$ cat config.mk
export PLATFORM = sky130hd
export DESIGN_NAME = retire_monitor
export DESIGN_NICKNAME = d
export VERILOG_FILES = /design/src/rtl/retire_monitor.sv
export SDC_FILE = /design/constraint.sdc
export NUM_CORES = 1
export LEC_CHECK = 0
export ABC_AREA = 0
export BUFFER_PORTS_ARGS = -buffer_cell sky130_fd_sc_hd__buf_2
export CAP_MARGIN = 5
export CORE_AREA = 2 2 132 134
export DETAILED_ROUTE_END_ITERATION = 8
export DIE_AREA = 0 0 134 136
export GPL_ROUTABILITY_DRIVEN = 0
export PLACE_DENSITY = 0.7
export SYNTH_ARGS = -nofsm -noshare
export SYNTH_HDL_FRONTEND = slang
export SYNTH_SLANG_ARGS = --single-unit
$ cat constraint.sdc
create_clock -name clk -period 5.18 [get_ports clk]
set_input_delay 0 -clock clk [delete_from_list [all_inputs] [get_ports clk]]
set_output_delay 0 -clock clk [all_outputs]
set_load 0.02 [all_outputs]
$ cat src/rtl/retire_monitor.sv
// retire_monitor
//   Retire-stream watchdog and architectural-state dumper for the OoO core.
//   Counts retired instructions and RUN cycles (both saturating), raises a
//   sticky hang flag after TIMEOUT retire-free cycles, and a sticky halt flag
//   when a valid lane retires HALT_PC. A hang, a halt or dump_req in RUN starts
//   a walk of arch regs DUMP_FIRST..DUMP_LAST through the rename map and PRF.
//   Each walked register produces one (arch, preg, data) record.
//
//   Optional feature macro: RETIRE_MON_LANE_CHECK_EN
//     defined   : lane_err flags non-contiguous commit_valid seen in RUN
//     undefined : lane_err tied 0, no check logic
//
// Ports
//   clk, reset        clock; synchronous active-low reset
//   commit_valid/pc   per-lane retire valid and PC (lane i at [i*XLEN +: XLEN])
//   dump_req          one-cycle dump request (RUN only)
//   map_raddr/rdata   rename-map read port (data one cycle after address)
//   prf_raddr/rdata   PRF read port (data one cycle after address)
//   retired_cnt       total retired instructions
//   cycle_cnt         cycles spent in RUN
//   hang, halt_hit    sticky watchdog / halt flags
//   lane_err          sticky lane-contiguity error
//   dump_valid        one-cycle pulse per record; dump_arch/preg/data hold
//   dump_done         dump finished (held until reset)
//   busy              monitor not in RUN
module retire_monitor #(
    parameter int unsigned     COMMIT_W   = 2,
    parameter int unsigned     XLEN       = 32,
    parameter int unsigned     PREG_W     = 7,
    parameter int unsigned     TIMEOUT    = 1000,
    parameter logic [XLEN-1:0] HALT_PC    = 'h34,
    parameter int unsigned     DUMP_FIRST = 10,
    parameter int unsigned     DUMP_LAST  = 11
) (
    input  logic                     clk,
    input  logic                     reset,
    input  logic [COMMIT_W-1:0]      commit_valid,
    input  logic [COMMIT_W*XLEN-1:0] commit_pc,
    input  logic                     dump_req,
    output logic [4:0]               map_raddr,
    input  logic [PREG_W-1:0]        map_rdata,
    output logic [PREG_W-1:0]        prf_raddr,
    input  logic [XLEN-1:0]          prf_rdata,
    output logic [31:0]              retired_cnt,
    output logic [31:0]              cycle_cnt,
    output logic                     hang,
    output logic                     halt_hit,
    output logic                     lane_err,
    output logic                     dump_valid,
    output logic [4:0]               dump_arch,
    output logic [PREG_W-1:0]        dump_preg,
    output logic [XLEN-1:0]          dump_data,
    output logic                     dump_done,
    output logic                     busy
);

    typedef enum logic [2:0] {S_RUN, S_MAP, S_PRF, S_EMIT, S_DONE} state_t;

    state_t             state, state_nxt;
    logic [31:0]        retired_cnt_q;
    logic [31:0]        cycle_cnt_q;
    logic [31:0]        idle_cnt;
    logic [4:0]         idx;
    logic [PREG_W-1:0]  preg;
    logic [2:0]         pop;
    logic               any_valid;
    logic               halt_set;
    logic               hang_set;
    logic               trigger;
    logic               last;
    logic [32:0]        ret_sum;

    always_comb begin
        pop       = '0;
        any_valid = 1'b0;
        halt_set  = 1'b0;
        for (int unsigned i = 0; i < COMMIT_W; i++) begin
            if (commit_valid[i]) begin
                pop       = pop + 3'd1;
                any_valid = 1'b1;
                if (commit_pc[i*XLEN +: XLEN] == HALT_PC) halt_set = 1'b1;
            end
        end
        // idle_cnt reaches TIMEOUT on this edge
        hang_set = !any_valid && (idle_cnt == 32'(TIMEOUT - 1));
        trigger  = hang_set | halt_set | dump_req;
    end

    assign last    = (idx == 5'(DUMP_LAST));
    assign ret_sum = {1'b0, retired_cnt_q} + {30'b0, pop};

    always_ff @(posedge clk) begin
        if (!reset) state <= S_RUN;
        else        state <= state_nxt;
    end

    always_comb begin
        state_nxt = state;
        unique case (state)
            S_RUN:   if (trigger) state_nxt = S_MAP;
            S_MAP:   state_nxt = S_PRF;
            S_PRF:   state_nxt = S_EMIT;
            S_EMIT:  state_nxt = last ? S_DONE : S_MAP;
            S_DONE:  state_nxt = S_DONE;
            default: state_nxt = S_RUN;
        endcase
    end

    always_ff @(posedge clk) begin
        if (!reset) begin
            retired_cnt_q <= '0;
            cycle_cnt_q   <= '0;
            idle_cnt      <= '0;
            hang          <= 1'b0;
            halt_hit      <= 1'b0;
            idx           <= 5'(DUMP_FIRST);
            preg          <= '0;
            map_raddr     <= '0;
            dump_valid    <= 1'b0;
            dump_arch     <= '0;
            dump_preg     <= '0;
            dump_data     <= '0;
        end else begin
            dump_valid <= 1'b0;
            unique case (state)
                S_RUN: begin
                    retired_cnt_q <= ret_sum[32] ? '1 : ret_sum[31:0];
                    if (cycle_cnt_q != '1) cycle_cnt_q <= cycle_cnt_q + 32'd1;
                    if (any_valid)                       idle_cnt <= '0;
                    else if (idle_cnt != 32'(TIMEOUT))   idle_cnt <= idle_cnt + 32'd1;
                    hang     <= hang | hang_set;
                    halt_hit <= halt_hit | halt_set;
                    if (trigger) map_raddr <= idx;
                end
                S_PRF: preg <= map_rdata;
                S_EMIT: begin
                    // prf_rdata answers the address presented during PRF
                    dump_valid <= 1'b1;
                    dump_arch  <= idx;
                    dump_preg  <= preg;
                    dump_data  <= prf_rdata;
                    if (!last) begin
                        idx       <= idx + 5'd1;
                        map_raddr <= idx + 5'd1;
                    end
                end
                default: ;
            endcase
        end
    end

    // PRF address follows map_rdata during PRF so the data lands in EMIT;
    // preg keeps it held afterwards.
    assign prf_raddr   = (state == S_PRF) ? map_rdata : preg;
    assign retired_cnt = retired_cnt_q;
    assign cycle_cnt   = cycle_cnt_q;
    assign dump_done   = (state == S_DONE);
    assign busy        = (state != S_RUN);

`ifdef RETIRE_MON_LANE_CHECK_EN
    logic lane_gap;
    logic lane_err_q;

    always_comb begin
        lane_gap = 1'b0;
        for (int unsigned i = 1; i < COMMIT_W; i++) begin
            if (commit_valid[i] && !commit_valid[i-1]) lane_gap = 1'b1;
        end
    end

    always_ff @(posedge clk) begin
        if (!reset)              lane_err_q <= 1'b0;
        else if (state == S_RUN) lane_err_q <= lane_err_q | lane_gap;
    end

    assign lane_err = lane_err_q;
`else
    assign lane_err = 1'b0;
`endif

endmodule

==> reports/metrics.cfg <==
[worst_setup_path]
data_arrival_critical_path_ns=3.10
reg2reg_from=state[0]
worstSetupStartpointType=flop
crit_family=simple AND/OR/NAND/NOR gates
worstSetupEndpointType=flop
crit_buf_inv=2
timing.critical_path.required_ns=5.49
worstPathMaxFanout=22
capturing_point_of_the_worst_reg2reg_path=retired_cnt[4]
critical-path-slowest-cell=sky130_fd_sc_hd__nor3_4
timing.critical_path.cells=nor3_4 > inv_2 > or3_1 > nor2_1 > nand4_1 > buf_4 > a21oi_1
crit_type=reg2reg
rr_worst_depth=7
regToRegSetupSlack_ns=2.38
cpPeakStageDelay_ns=0.46

[synthesis]
mappedNetlistNets=964
yosysSeqAreaShare_pct=46.16
synth.yosys.warnings=0
synth_area_per_cell_um2=8.346
synth_cell_type_count=49
synthArstFlopShare_pct=0
syn-cell-area_mm2=0.007069
synth_top_flop_cell=sky130_fd_sc_hd__dfxtp_1
synth.top_cells.by_area=sky130_fd_sc_hd__dfxtp_1 (46%), sky130_fd_sc_hd__nand2_1 (7.1%), sky130_fd_sc_hd__a21oi_1 (6.6%)
yosysTopAreaCellShare_pct=46.16
syn-instance-count=847
synth_edf_count=0
synth_area_leader=sky130_fd_sc_hd__dfxtp_1
synth.ff_latch_count=163

[power]
irDropWorstVdd_uv=249.0
report.power.total_mw=3.054
power.density_cell_area_mw_per_mm2=323.9
power.leakage_nw=3.868

[final_layout]
total_area_of_sequential_cells_mm2=0.003263
antenna_cells_inserted=0
multi_input_comb_area_mm2=0.003568
top_library_cells_by_usage_in_the_layout_fill_and_taps_aside=sky130_fd_sc_hd__buf_2 (232), sky130_fd_sc_hd__dfxtp_1 (163), sky130_fd_sc_hd__nand2_1 (134)
nets=1222
drive_above_1_share_pct=25.22
nFillCells=1546
syn_to_final_growth_pct=33.36
stdcell_count=1343
final_util_pct=55.86
final_cell_area_mm2=0.009428
layout.cells.most_common=sky130_fd_sc_hd__buf_2

[die]
num_io_pins=234
die_height_um=136
die-area_mm2=0.01822
die_x_um=134
design.core.area_mm2=0.01688
core.rowCount=48
initial_core_util_pct=41.89

[placed_design]
dpl_worst_slack_ns=2.446
final_hpwl_from_detailed_placement_mm=12.62
numPortBuffers=232
place_inst=1271
postPlaceCellArea_mm2=0.008392

[timing]
setup_ws_ns=2.381
grt_setup_unrepaired=no
achievable-frequency_mhz=357.3
fin_skew_ns=0.01776
worstMarginPinSlew_ns=1.002
report.final.hold_viol_count=0
fin_setup_tns_ns=0
report.final.slew_viol_count=0
report.final.setup_viol=0
finalCritPeriodShare_pct=54.03
post-route-min-period_ns=2.799
max_slew_margin_pct=33.21
timing.hold.ws_ns=0.09887

[clocking]
clock_latency_ns=0.42
htree_num_levels=4
clkSlewWorstSetupHoldPaths_ns=0.06
clock-root-buffer=sky130_fd_sc_hd__clkbuf_16
post_cts.resized_instances=0
clock_sinks=163
tritoncts.num_buffers=17
tritoncts=yes
ctsLongestPathBuffers=2
post_cts_buffers=0

[detailed_routing]
vias_per_cell=5.059
drt-total-wl_mm=18.71
detail_route.wl_per_cell_um=13.93
drt_first_pass_iters=4
detail_route.wirelength.met1_mm=8.062
highest_signal_layer_in_the_routed_design=met4
drt_iter0_drc=375
via_total_after_detailed_routing=6794
antenna_violating_nets_left=0
routed_met3_length_mm=1.147
met2_wirelength_mm=9.123
drcViolationCount=0

[global_route]
vias_in_the_first_global_route=6270
grt_max_degree=66
antenna_violations_before_repair=0
global_route.usage.total_pct=20.01
first_pass_grt_wire_length_mm=29.60
grt_overflow_total=0

[hold_path]
min_delay_worst_endpoint=map_raddr[3]
hp-class=in2reg
hold_path_depth=4
min-delay-start=dump_req

[job]
max_cap_violations=0

[outcome]
status=finished clean

-- worst reg2reg max path: cells and delay by family, from the launching register on --
family | cells | cell delay (ns)
simple gates | 4 | 1.54
buf+inv | 2 | 0.58
flops | 1 | 0.39
compound gates | 1 | 0.19
-- layer usage --
layer  up-vias  GRT usage, %
li1       3426             -
met1      3137         24.38
met2       205         33.25
met3        26         5.444
met4         0         8.806
met5         -             0
-- cell type report --
| cell class | count | area share (%) |
|---|---|---|
| Sequential cell | 163 | 34.61 |
| Inverter | 23 | 0.9290 |
| Multi-Input combinational cell | 624 | 37.85 |
| Timing Repair Buffer | 276 | 16.88 |
| Clock inverter | 13 | 1.938 |
| Clock buffer | 19 | 4.804 |
| Tap cell | 225 | 2.986 |
-- power breakdown --
part	switching (mW)	leakage, nW	internal [mW]
Clock	0.502	0.313	0.832
Combinational	0.236	2.24	0.150
Sequential	0.0364	1.32	1.30
Total	0.774	3.87	2.28
-- registers in the layout (all words and copies together), names as in the netlist --
register	cells
halt_hit	1
dump_valid	1
retired_cnt	32
dump_data	32
map_raddr	5
state	3
preg	7
idx	5
hang	1
cycle_cnt	32
dump_arch	5
dump_preg	7
idle_cnt	32
-- synth_stat cells (2+ instances only) --
cell type / count
sky130_fd_sc_hd__nor4b_1: 5
sky130_fd_sc_hd__and4_1: 10
sky130_fd_sc_hd__nor2_1: 91
sky130_fd_sc_hd__a31oi_1: 3
sky130_fd_sc_hd__nand4_1: 38
sky130_fd_sc_hd__nand2b_1: 2
sky130_fd_sc_hd__nand2_1: 134
sky130_fd_sc_hd__nor3b_1: 4
sky130_fd_sc_hd__ha_1: 8
sky130_fd_sc_hd__mux2i_1: 2
sky130_fd_sc_hd__and2_1: 9
sky130_fd_sc_hd__mux2_2: 7
sky130_fd_sc_hd__a211oi_1: 9
sky130_fd_sc_hd__nand3_1: 34
sky130_fd_sc_hd__clkbuf_1: 32
sky130_fd_sc_hd__xnor2_1: 32
sky130_fd_sc_hd__dfxtp_1: 163
sky130_fd_sc_hd__nor3_1: 19
sky130_fd_sc_hd__nand3b_1: 3
sky130_fd_sc_hd__or3_1: 13
sky130_fd_sc_hd__xor2_1: 53
sky130_fd_sc_hd__inv_1: 22
sky130_fd_sc_hd__nor2b_1: 3
sky130_fd_sc_hd__o21ai_0: 11
sky130_fd_sc_hd__nor4_1: 15
sky130_fd_sc_hd__a21oi_1: 93
sky130_fd_sc_hd__and3_1: 10
-- repair_timing --
| action | CTS | global route |
|---|---|---|
| endpoints found under the setup margin | 0 | 0 |
| hold buffers | 40 | 0 |
| endpoints found under the hold margin | 44 | 0 |
-- worst max-delay path by stage --
stage                               start               to  cells after the start
final                            state[0]   retired_cnt[4]                      7
after global routing             state[0]   retired_cnt[4]                      7
after CTS                        state[0]   retired_cnt[4]                      7
after detailed placement         state[0]  retired_cnt[12]                      7
after global placement    commit_valid[0]   retired_cnt[4]                     11
after floorplan            retired_cnt[0]  retired_cnt[11]                      8
-- cells by family (layout without fill, tap and decap cells) --
logic type / after synthesis / count (layout) / share of synthesized area, %
AND/OR/NAND/NOR: 396 / 396 / 27.19
flip-flops: 163 / 163 / 46.16
AO/OA/AOI/OAI: 124 / 124 / 9.593
XOR/XNOR: 85 / 85 / 10.53
buffers and inverters: 60 / 331 / 3.380
adder cells (fa/ha/maj): 9 / 9 / 1.699
multiplexers: 9 / 9 / 1.398
other: 1 / 1 / 0.05305
Note: power is estimated with default switching activity, not from simulation.
